## src/rtl/tmr_pkg.sv

```systemverilog
// Shared types for the TMR vote/scrub block.
//   state_t     - scrub sequencer states
//   LANE_*      - bit positions of each replica in a lane mask
//   lane_mask_t - one bit per replica, bit0=A, bit1=B, bit2=C
package tmr_pkg;

    typedef enum logic [1:0] {
        IDLE   = 2'd0,
        FIX    = 2'd1,
        SETTLE = 2'd2,
        CHECK  = 2'd3
    } state_t;

    localparam int LANE_A = 0;
    localparam int LANE_B = 1;
    localparam int LANE_C = 2;

    typedef logic [2:0] lane_mask_t;

endpackage

```

## src/rtl/tmr_maj3.sv

```systemverilog
// Bitwise 2-of-3 majority vote.
//   a, b, c : replica values (true polarity)
//   y       : per-bit majority
module tmr_maj3 #(
    parameter int WIDTH = 8
) (
    input  logic [WIDTH-1:0] a,
    input  logic [WIDTH-1:0] b,
    input  logic [WIDTH-1:0] c,
    output logic [WIDTH-1:0] y
);

    assign y = (a & b) | (a & c) | (b & c);

endmodule

```

## src/rtl/tmr_vote_scrub.sv

```systemverilog
// Majority voter and scrub controller for a bank of triplicated set-type
// flops with inverted (QN) outputs.
//   clk, rn            : clock, asynchronous active-low reset
//   qn_a/qn_b/qn_c     : inverted replica outputs
//   scrub_en           : allows a new scrub to start from IDLE
//   clr                : synchronous clear of err_cnt/err_sticky/hard_fail
//   q_out              : registered majority vote, true polarity
//   d_fix, fix_en,
//   fix_lane           : corrected value, load strobe and lane select
//   busy               : sequencer not in IDLE
//   err_cnt            : saturating count of scrub events
//   err_sticky         : a mismatch has started a scrub since last clear
//   hard_fail          : a mismatch survived every retry
module tmr_vote_scrub
    import tmr_pkg::*;
#(
    parameter int WIDTH     = 8,
    parameter int CNT_W     = 8,
    parameter int MAX_RETRY = 2
) (
    input  logic             clk,
    input  logic             rn,
    input  logic [WIDTH-1:0] qn_a,
    input  logic [WIDTH-1:0] qn_b,
    input  logic [WIDTH-1:0] qn_c,
    input  logic             scrub_en,
    input  logic             clr,
    output logic [WIDTH-1:0] q_out,
    output logic [WIDTH-1:0] d_fix,
    output logic             fix_en,
    output logic [2:0]       fix_lane,
    output logic             busy,
    output logic [CNT_W-1:0] err_cnt,
    output logic             err_sticky,
    output logic             hard_fail
);

    localparam logic [2:0]       RETRY_LAST = 3'(MAX_RETRY - 1);
    localparam logic [CNT_W-1:0] CNT_MAX    = '1;

    logic [WIDTH-1:0] sa, sb, sc;
    logic [WIDTH-1:0] v;
    lane_mask_t       lane;
    logic             mm;
    logic [2:0]       retry;
    state_t           state, state_next;

    // Sequencer decode strobes
    logic start;     // IDLE -> FIX entry of a new event
    logic again;     // CHECK -> FIX retry
    logic give_up;   // CHECK -> IDLE with the mismatch still present
    logic clean;     // CHECK -> IDLE with the lanes agreeing

    // Stage 1: invert back to true polarity. Reset value all-ones matches
    // replicas that read as set (QN = 0).
    // NOTE: state registers use non-blocking assignments so every flop
    // samples pre-edge values regardless of statement order.
    always_ff @(posedge clk or negedge rn) begin
        if (!rn) begin
            sa <= '1;
            sb <= '1;
            sc <= '1;
        end else begin
            sa <= ~qn_a;
            sb <= ~qn_b;
            sc <= ~qn_c;
        end
    end

    tmr_maj3 #(.WIDTH(WIDTH)) u_maj (
        .a (sa),
        .b (sb),
        .c (sc),
        .y (v)
    );

    always_comb begin
        lane         = '0;
        lane[LANE_A] = |(sa ^ v);
        lane[LANE_B] = |(sb ^ v);
        lane[LANE_C] = |(sc ^ v);
        mm           = |lane;
    end

    // Output vote keeps running independent of the sequencer.
    always_ff @(posedge clk or negedge rn) begin
        if (!rn) q_out <= '1;
        else     q_out <= v;
    end

    always_ff @(posedge clk or negedge rn) begin
        if (!rn) state <= IDLE;
        else     state <= state_next;
    end

    // NOTE: every output of this block gets a default first so no path
    // through the case statement can infer a latch.
    always_comb begin
        state_next = state;
        fix_en     = 1'b0;
        start      = 1'b0;
        again      = 1'b0;
        give_up    = 1'b0;
        clean      = 1'b0;
        unique case (state)
            IDLE: begin
                if (mm && scrub_en && !hard_fail) begin
                    state_next = FIX;
                    start      = 1'b1;
                end
            end
            FIX: begin
                fix_en     = 1'b1;
                state_next = SETTLE;
            end
            // Replicas load at the end of FIX; the sample regs only see the
            // rewritten value at the end of SETTLE, so CHECK is the first
            // cycle that can judge the scrub.
            SETTLE: state_next = CHECK;
            CHECK: begin
                if (!mm) begin
                    state_next = IDLE;
                    clean      = 1'b1;
                end else if (retry < RETRY_LAST) begin
                    state_next = FIX;
                    again      = 1'b1;
                end else begin
                    state_next = IDLE;
                    give_up    = 1'b1;
                end
            end
            default: state_next = IDLE;
        endcase
    end

    assign busy = (state != IDLE);

    // Scrub payload and retry counter.
    always_ff @(posedge clk or negedge rn) begin
        if (!rn) begin
            d_fix    <= '1;
            fix_lane <= '0;
            retry    <= '0;
        end else if (start || again) begin
            d_fix    <= v;
            fix_lane <= lane;
            retry    <= start ? 3'd0 : retry + 3'd1;
        end else if (clean) begin
            fix_lane <= '0;
        end
    end

    // Error bookkeeping; clr takes priority over same-edge updates.
    always_ff @(posedge clk or negedge rn) begin
        if (!rn) begin
            err_cnt    <= '0;
            err_sticky <= 1'b0;
            hard_fail  <= 1'b0;
        end else if (clr) begin
            err_cnt    <= '0;
            err_sticky <= 1'b0;
            hard_fail  <= 1'b0;
        end else begin
            if (start) begin
                err_sticky <= 1'b1;
                if (err_cnt != CNT_MAX) err_cnt <= err_cnt + CNT_W'(1);
            end
            if (give_up) hard_fail <= 1'b1;
        end
    end

endmodule

```

## config.mk

```make
export PLATFORM = sky130hd
export DESIGN_NAME = tmr_vote_scrub
export DESIGN_NICKNAME = d
export VERILOG_FILES = /design/src/rtl/tmr_pkg.sv /design/src/rtl/tmr_maj3.sv /design/src/rtl/tmr_vote_scrub.sv
export SDC_FILE = /design/constraint.sdc
export NUM_CORES = 1
export LEC_CHECK = 0
export ABC_AREA = 1
export BUFFER_PORTS_ARGS = -buffer_cell sky130_fd_sc_hd__clkbuf_2
export CORE_MARGIN = 1
export CORE_UTILIZATION = 61
export CTS_BUF_LIST = sky130_fd_sc_hd__clkbuf_8
export DETAILED_ROUTE_END_ITERATION = 8
export HOLD_SLACK_MARGIN = 0.12
export PLACE_DENSITY = 0.9
export SKIP_LAST_GASP = 1
export SLEW_MARGIN = 30
export SYNTH_ARGS = -nofsm -noshare
export SYNTH_HDL_FRONTEND = slang
export SYNTH_HIERARCHICAL = 1
export SYNTH_SLANG_ARGS = --single-unit
```

## constraint.sdc

```tcl
create_clock -name clk -period 4.69 [get_ports clk]
set_input_delay 0.2345 -clock clk [delete_from_list [all_inputs] [get_ports clk]]
set_output_delay 0.2345 -clock clk [all_outputs]
set_load 0.02 [all_outputs]
```

==> summary.md, run 1 <==
| Metric | Value |
|---|---|
| Fin. Hold Viols | `0` |
| Final Skew | `9.64 ps` |
| Initial Util | `0.649` |
| Final setup vio count | `0` |
| Vias in the first global route | `2,462` |
| Die H | `71.0 um` |
| Required time worst endpoint | `4970 ps` |
| Synth Instances | `360` |
| Post-route ant nets | `0` |
| Core box area | `0.00447 mm^2` |
| HPWL Detailed | `4250 um` |
| Die width | `71.0 um` |
| Crit-path slowest cell | `dfstp_2` |
| Leakage power | `2.11 nW` |
| WP data arrival | `2510 ps` |
| Synth-to-Final Area Change | `27.4%` |
| F_max | `0.449 GHz` |
| Top_reg_cell synth | `dfstp_2` |
| Layout cells sized above 1 | `0.299` |
| PwrDens | `483 mW/mm^2` |
| R2r setup slk | `2460 ps` |
| Root Driver | `clkbuf_8` |
| Placed cell area | `0.00325 mm^2` |
| # DRC | `3` |
| First-pass DRT Iterations | `6` |
| Yosys top cell by area | `dfstp_2` |
| Max transition margin | `0.538` |
| Port Buffers | `58` |
| Post-synthesis sequential area ratio | `0.517` |
| Clock sinks | `58` |
| RSZ-0062 raised after global routing | `false` |
| Number of enable flip-flop cells after synthesis | `0` |
| First-pass GRT wire length | `10,800 um` |
| Wirelength per Cell | `12.7 um` |
| Routed vias | `2,531` |
| Buf/Inv on CP | `2` |
| Worst-Skew Late Latency | `340 ps` |
| GRT Util Overall | `0.287` |
| Post-synthesis cell area | `0.00290 mm^2` |
| Largest net degree at the start of global routing | `59` |
| Num ports | `59` |
| Status | `finished, violations left` |
| Critical-path maximum fanout | `12` |
| CTS max path bufs | `2` |
| Top cells by area, synth | `dfstp_2 (36%), nand2_1 (19%), dfrtp_1 (16%)` |
| Total power | `1.79 mW` |
| Commonest cells post-synth | `nand2_1 (149), inv_1 (60), dfstp_2 (40)` |
| Worst Tran Pin Value | `694 ps` |
| Post-route cell area | `0.00370 mm^2` |
| First DRT Iteration DRCs | `181` |
| Crit path launch | `sc[3]` |
| VDD IR max | `0.000271 V` |
| Placer congestion estimate | `0.815` |
| Worst R2R End | `d_fix[0]` |
| Yosys warning total | `6` |
| CP cell instances | `nand2_1, nand3_2, inv_2, nand2_1, nand2_1, nor2_1, nand2_1, nor2_2, nand3_4, nand3_2, nand2_4, inv_2, nand2_1, nand2_1` |
| Setup Buffers After CTS | `0` |
| H-tree depth | `3` |
| Final wirelength | `6470 um` |
| Failing checks | `DRC` |
| Fin nets | `487` |
| CTS tree | `done` |
| Drt via density | `4.96` |
| HP Class | `in -> reg` |
| Proportion of netlist area held by the largest area contributor | `0.362` |
| Crit Reg-Reg Startpoint | `sc[3]` |
| Crit path launch type | `flop` |
| Crit-path leading delay family | `simple AND/OR/NAND/NOR gates` |
| Worst path depth | `14` |
| Critical Path Sink Type | `flop` |
| Maxcap violations | `0` |
| Crit path largest cell delay | `560 ps` |
| CTS clock-pin slew for the worst setup and hold paths | `60 ps` |
| Total congestion overflow | `0` |
| Std-Cell Rows | `24` |
| Setup TNS | `0 ps` |
| # diodes | `0` |
| Die area | `0.00504 mm^2` |
| Initial antenna violation count | `0` |
| Top-count cell post-synth | `nand2_1` |
| R2r worst-path depth | `14` |
| Synth Area per Inst | `8.07 um^2` |
| Distinct cell type count after synthesis | `27` |
| Setup crit end | `d_fix[0]` |
| Num CTS Buffers | `9` |
| Final Cycle Share | `0.475` |
| Class of the most critical setup path | `reg -> reg` |
| Slew Viols, Final | `0` |
| Final min period | `2230 ps` |
| Ys async rst share | `1.00` |
| Post-synthesis register bit count | `58` |
| CP most frequent cell | `nand2_1` |
| Post-synth net total | `394` |
==> where the power goes <==
group          leakage, nW  internal [mW]  switching [mW]
clock                0.113          0.268           0.191
sequential           0.654          0.643          0.0810
combinational         1.34          0.202           0.402
total                 2.11           1.11           0.674
==> worst min path at each step <==
stage                       endpoint     from  cells after the start
after CTS                 err_sticky      clr                      2
after floorplan           err_cnt[0]       rn                      0
after detailed placement       sc[0]  qn_c[0]                      2
after global placement         sa[1]  qn_a[1]                      2
after global routing      err_sticky      clr                      2
final                     err_sticky      clr                      2
==> layout make-up <==
class	count	area (um^2)
Clock buffer	11	151
Tap cell	52	65.1
Timing Repair Buffer	84	548
Multi-Input combinational cell	233	1140
Fill cell	263	774
Sequential cell	58	1500
Clock inverter	5	46.3
Inverter	67	251
==> layer usage <==
metal  vias to the layer above  GRT usage  share of wire
met4                         0      0.100          0.021
met2                        79      0.521           0.55
met5                         -          0              0
met1                      1175      0.320           0.39
li1                       1261          -              -
met3                        16     0.0869          0.046
==> cell families (layout without fill, tap and decap cells) <==
kind of cell	Yosys count	in the layout	share of synthesized area
flip-flops	58	58	0.517
adder cells (fa/ha/maj)	6	6	0.0259
AND/OR/NAND/NOR	210	210	0.321
AO/OA/AOI/OAI	9	9	0.0198
XOR/XNOR	8	8	0.0241
buffers and inverters	69	167	0.0918
==> state kept, by name, indices dropped and copies added (netlist names) <==
register	flops
err_sticky	1
state	2
retry	3
sa	8
sc	8
sb	8
hard_fail	1
d_fix	8
err_cnt	8
fix_lane	3
q_out	8
==> metrics by stage <==
step	std cells	worst slack, ps	utilization	hold WS, ps
after floorplan	360	2840	-	-61.1
after global placement	469	2620	0.727	344
after detailed placement	469	2500	0.727	346
after CTS	510	2480	0.827	190
after global routing	510	2270	0.827	199
final	510	2460	0.827	202
==> layout by cell type, fill, tap and decap left out, types with 9 or more instances in the layout <==
master,synthesis,layout
clkbuf_2,0,58
dfstp_2,40,40
nand3_2,9,9
clkbuf_8,0,11
nand3_1,11,11
nand2_1,149,149
nor2_1,25,25
dfrtp_1,18,18
inv_1,60,63
dlygate4sd3_1,0,25
==> repair_timing <==
item / 4_1_cts / 5_1_grt
gates resized for setup: 0 / 0
endpoints found under the hold margin: 42 / 0
hold buffers: 25 / 0
No activity file was read; power rests on OpenSTA's default activity.
==> run 2: changes to the inputs <==
CORE_UTILIZATION = 51   (was 61)
PLACE_DENSITY = 0.81   (was 0.9)
clock period = 2 ns   (was 4.69 ns; I/O delays follow)
==> summary.md, run 2 (synthesized netlist as in run 1, its figures left out) <==
| Metric | Value |
|---|---|
| Crit-path leading delay family | `simple AND/OR/NAND/NOR gates` |
| Initial Util | `0.527` |
| First DRT Iteration DRCs | `176` |
| F_max | `0.483 GHz` |
| Fin nets | `511` |
| Class of the most critical setup path | `reg -> reg` |
| H-tree depth | `3` |
| WP data arrival | `2290 ps` |
| Final WS setup | `-69.6 ps` |
| Final Non-Filler Cells | `554` |
| Layout cells sized above 1 | `0.392` |
| Critical Path Sink Type | `flop` |
| Vias in the first global route | `2,423` |
| Worst-Skew Late Latency | `340 ps` |
| HPWL Detailed | `4130 um` |
| Slew Viols, Final | `0` |
| Crit path launch type | `flop` |
| Wirelength per Cell | `11.6 um` |
| Num ports | `59` |
| VDD IR max | `0.000602 V` |
| Std-Cell Rows | `27` |
| CTS clock-pin slew for the worst setup and hold paths | `80 ps` |
| CTS max path bufs | `2` |
| Placer congestion estimate | `0.806` |
| Most frequent cells in the layout | `nand2_1 (133), inv_1 (59), clkbuf_2 (58)` |
| Fill count | `377` |
| Buf/Inv on CP | `3` |
| Num CTS Buffers | `9` |
| Clock sinks | `58` |
| Placed insts | `500` |
| Max transition margin | `0.634` |
| Failing checks | `setup timing` |
| First-pass GRT wire length | `9940 um` |
| CP cell instances | `nand2_2, nand3_4, inv_2, nand2_1, nand2_1, nor2_1, nand2_1, nor2_2, nand3_4, nand3_4, inv_1, o21ai_2, inv_1` |
| Core box area | `0.00551 mm^2` |
| Final min period | `2070 ps` |
| Die width | `77.5 um` |
| Final setup vio count | `17` |
| HP Class | `in -> async` |
| Routed vias | `2,601` |
| Worst Tran Pin Value | `545 ps` |
| Synth-to-Final Area Change | `40.1%` |
| First-pass DRT Iterations | `4` |
| Post-route ant nets | `0` |
| Drt via density | `4.69` |
| Total congestion overflow | `0` |
| Area of the multi-input gates | `0.00127 mm^2` |
| Required time worst endpoint | `2220 ps` |
| PwrDens | `1110 mW/mm^2` |
| Most common cell after layout, fill and taps aside | `nand2_1` |
| Seq. cell area | `0.00150 mm^2` |
| Crit-path slowest cell | `dfstp_2` |
| Largest net degree at the start of global routing | `25` |
| Maxcap violations | `0` |
| Crit path largest cell delay | `580 ps` |
| CTS tree | `done` |
| # DRC | `0` |
| Critical-path maximum fanout | `6` |
| Port Buffers | `58` |
| Leakage power | `2.23 nW` |
| Die H | `77.5 um` |
| # diodes | `0` |
| Final Util | `0.739` |
| Final wirelength | `6450 um` |
| RSZ-0062 raised after global routing | `true` |
| Root Driver | `clkbuf_8` |
| Die area | `0.00600 mm^2` |
| Initial antenna violation count | `0` |
| Status | `finished, violations left` |
| GRT Util Overall | `0.214` |
| Fin. Hold Viols | `0` |
| Final Cycle Share | `1.03` |
| Final Skew | `10.7 ps` |
-- run 2: cell count changes in the layout (fill, tap and decap cells not counted), moves of 3 or more --
cell,before,now
nand3_4,2,5
nand2_1,149,133
buf_6,0,3
nand3_2,9,6
nor2_1,25,19
nand2_2,1,17
nor2_2,3,7
inv_1,63,59
buf_4,1,19
-- run 2: report_power, final --
group	switching [mW]	internal, mW	total (mW)
Clock	0.519	0.583	1.10
Sequential	0.203	1.51	1.71
Combinational	1.04	0.658	1.70
Total	1.77	2.75	4.52
-- run 2: layer usage --
metal | GRT usage | part of all wire | wire, um | up-vias
met5 | 0 | 0 | 0 | -
met4 | 0.104 | 0.022 | 143 | 0
met3 | 0.0506 | 0.042 | 270 | 10
met2 | 0.388 | 0.54 | 3510 | 65
met1 | 0.234 | 0.39 | 2520 | 1212
li1 | - | - | - | 1314
-- run 2: repair_timing --
| item | 4_1_cts | 5_1_grt |
|---|---|---|
| setup buffers | 0 | 11 |
| hold buffers | 26 | 0 |
| hold endpoints to repair | 43 | 0 |
| cloned | 0 | 1 |
| setup endpoints to repair | 12 | 25 |
| pin swaps | 1 | 18 |
| gates resized for setup | 3 | 39 |
-- run 2: path summary, 6_finish.rpt --
| path | startpoint | to | slack [ps] | depth (start not counted) |
|---|---|---|---|---|
| worst max-delay path | sa[2] | retry[0] | -70 | 13 |
| worst min-delay path | rn | err_cnt[3] | 200 | 2 |
| worst max register to register | sa[2] | retry[0] | -70 | 13 |
| worst min register to register | d_fix[5] | d_fix[5] | 470 | 2 |
| max in group asynchronous | rn | sc[4] | 1130 | 3 |
| min in group clk | scrub_en | err_cnt[0] | 310 | 6 |
-- run 2: area by class of cell --
cell class                 instances  area share
tap                               72      0.0221
clock inverter                     7      0.0191
clock buffer                       9      0.0304
timing repair buffer             107       0.184
inverter                          67      0.0630
sequential                        58       0.369
multi-input combinational        234       0.313
-- run 2: per-stage QoR --
stage	cell area [um^2]	worst slack [ps]	power [mW]	setup TNS, ps	hold slack [ps]
final	4070	-69.6	4.52	-710	199
after global routing	4070	-192	4.79	-3970	227
after CTS	3830	5.32	4.24	0	194
after detailed placement	3360	-19.1	3.09	-84.8	28.2
after global placement	3360	42.9	3.03	0	22.9
after floorplan	2900	145	2.63	0	-196
==> run 3: changes to the inputs <==
SYNTH_HIERARCHICAL = unset   (was 1)
==> summary.md, run 3 <==
| Metric | Value |
|---|---|
| Core box area | `0.00527 mm^2` |
| H-tree depth | `3` |
| Worst Hold Path EP | `err_cnt[6]` |
| Crit-path slowest cell | `dfstp_2` |
| CTS clock-pin slew for the worst setup and hold paths | `60 ps` |
| Post-synth net total | `383` |
| Drt via density | `4.94` |
| # DRC | `0` |
| Initial Util | `0.547` |
| Ys async rst share | `1.00` |
| Class of the most critical setup path | `reg -> reg` |
| Hold_sp | `scrub_en` |
| Max transition margin | `0.551` |
| Yosys warning total | `0` |
| Worst-Skew Late Latency | `330 ps` |
| Maxcap violations | `0` |
| CP cell instances | `inv_1, nand3_1, nand2_1, nor2_1, nand2_2, nor2_4, nand3_4, nand3_4, nand2_8, o21ai_1, nand2_1` |
| Root Driver | `clkbuf_8` |
| Num ports | `59` |
| CTS max path bufs | `2` |
| PwrDens | `1110 mW/mm^2` |
| Wirelength per Cell | `11.9 um` |
| Synth-to-Final Area Change | `32.9%` |
| Post-synthesis sequential area ratio | `0.521` |
| R2r setup slk | `120 ps` |
| Final wirelength | `6220 um` |
| HPWL Detailed | `4220 um` |
| Commonest cells post-synth | `nand2_1 (88), nand3_1 (57), inv_1 (49)` |
| Crit Reg-Reg Startpoint | `sb[7]` |
| Crit path launch type | `flop` |
| Total power | `4.24 mW` |
| CTS tree | `done` |
| Area of the multi-input gates | `0.00117 mm^2` |
| Leakage power | `2.05 nW` |
| Routed vias | `2,588` |
| WP data arrival | `2090 ps` |
| Worst Tran Pin Value | `674 ps` |
| Total congestion overflow | `0` |
| First-pass GRT wire length | `10,500 um` |
| HP Class | `in -> reg` |
| Die area | `0.00595 mm^2` |
| First DRT Iteration DRCs | `164` |
| Final Cycle Share | `0.939` |
| Clock sinks | `58` |
| Largest net degree at the start of global routing | `59` |
| Worst R2R End | `fix_lane[0]` |
| Proportion of netlist area held by the largest area contributor | `0.365` |
| Top_reg_cell synth | `dfstp_2` |
| Die width | `77.2 um` |
| Yosys top cell by area | `dfstp_2` |
| Synth Instances | `349` |
| Status | `complete, no violations` |
| Vias in the first global route | `2,439` |
| Crit path largest cell delay | `590 ps` |
| Initial antenna violation count | `0` |
| Top-count cell post-synth | `nand2_1` |
| Critical-path maximum fanout | `12` |
| WHS Path Cells | `6` |
| Required time worst endpoint | `2220 ps` |
| Post-synthesis cell area | `0.00288 mm^2` |
| Slew Viols, Final | `0` |
| Final min period | `1880 ps` |
| Final setup vio count | `0` |
| Most common cell after layout, fill and taps aside | `nand2_1` |
| Top cells by area, synth | `dfstp_2 (36%), dfrtp_1 (16%), nand2_1 (11%)` |
| Number of enable flip-flop cells after synthesis | `0` |
| First-pass DRT Iterations | `5` |
| Std-Cell Rows | `26` |
| Most frequent cells in the layout | `nand2_1 (84), clkbuf_2 (58), nand3_1 (57)` |
| Fill count | `393` |
| Placer congestion estimate | `0.783` |
| Synth Area per Inst | `8.25 um^2` |
| R2r worst-path depth | `11` |
| Fin. Hold Viols | `0` |
| Fin nets | `483` |
| GRT Util Overall | `0.229` |
| # diodes | `0` |
| Num CTS Buffers | `9` |
| F_max | `0.532 GHz` |
| Post-synthesis register bit count | `58` |
| Distinct cell type count after synthesis | `24` |
| VDD IR max | `0.000624 V` |
| Die H | `77.2 um` |
| Seq. cell area | `0.00150 mm^2` |
| Final Skew | `8.47 ps` |
| Port Buffers | `58` |
| Post-route ant nets | `0` |
| Layout cells sized above 1 | `0.333` |
| Final WS setup | `122 ps` |
| Dpl ws | `51.4 ps` |
| Critical Path Sink Type | `flop` |
run 3: cell types whose count changed in the layout (fill, tap and decap cells not counted), moves of 8 or more:
cell / change
inv_1: -8
o21ai_0: +15
nand2_1: -49
buf_4: -11
nand3_1: +46
nand2_2: -12
run 3: cell type report:
type,instances,share of cell area
Sequential cell,58,0.392
Clock inverter,3,0.00980
Inverter,62,0.0621
Clock buffer,13,0.0467
Multi-Input combinational cell,226,0.307
Tap cell,70,0.0229
Timing Repair Buffer,92,0.159
run 3: worst max-delay path: cells and delay by family, from the launching register on:
kind | cells | cell delay, ps
flops | 1 | 590
simple gates | 9 | 980
buf+inv | 1 | 80
compound gates | 1 | 110
run 3: where the power goes:
part / internal (mW) / switching [mW] / total (mW)
logic: 0.522 / 0.907 / 1.43
registers: 1.50 / 0.181 / 1.68
clock network: 0.703 / 0.429 / 1.13
total: 2.72 / 1.52 / 4.24
run 3: repair_timing:
| action | in CTS | in global routing |
|---|---|---|
| setup endpoints to repair | 0 | 21 |
| hold buffers | 26 | 0 |
| resized for setup | 0 | 16 |
| endpoints found under the hold margin | 43 | 0 |
| buffers inserted | 0 | 6 |
run 3: logic make-up after synthesis:
| group | Yosys count | share of synthesized area |
|---|---|---|
| buffers and inverters | 65 | 0.0873 |
| adders and majority gates | 6 | 0.0261 |
| xor gates and xnor gates | 3 | 0.00912 |
| DFF | 58 | 0.521 |
| and+or+nand+nor | 190 | 0.305 |
| AOI/OAI and AO/OA | 27 | 0.0508 |
run 3: worst max-delay path by stage:
stage,start,end,slack (ps),cells after the start
global route,sa[1],fix_lane[0],-3,11
detailed placement,sa[7],retry[1],50,12
CTS,sa[7],retry[1],10,12
finish,sb[7],fix_lane[0],120,11
floorplan,sc[5],fix_lane[2],300,12
global placement,sa[6],d_fix[1],140,12
run 3: metal layers:
layer / track usage / wire, um / share of wire
met4: 0.0887 / 77 / 0.012
met5: 0 / 0 / 0
met3: 0.0643 / 280 / 0.045
met2: 0.394 / 3300 / 0.53
met1: 0.268 / 2560 / 0.41
run 3: per-stage QoR:
step / hold WS, ps / cell area (um^2) / utilization / instances / TNS (ps)
detailed placement: 212 / 3250 / 0.618 / 476 / 0
floorplan: -196 / 2880 / - / 349 / 0
global placement: 210 / 3250 / 0.618 / 476 / 0
finish: 332 / 3830 / 0.726 / 524 / 0
CTS: 245 / 3730 / 0.708 / 518 / 0
global route: 397 / 3830 / 0.726 / 524 / -4.36
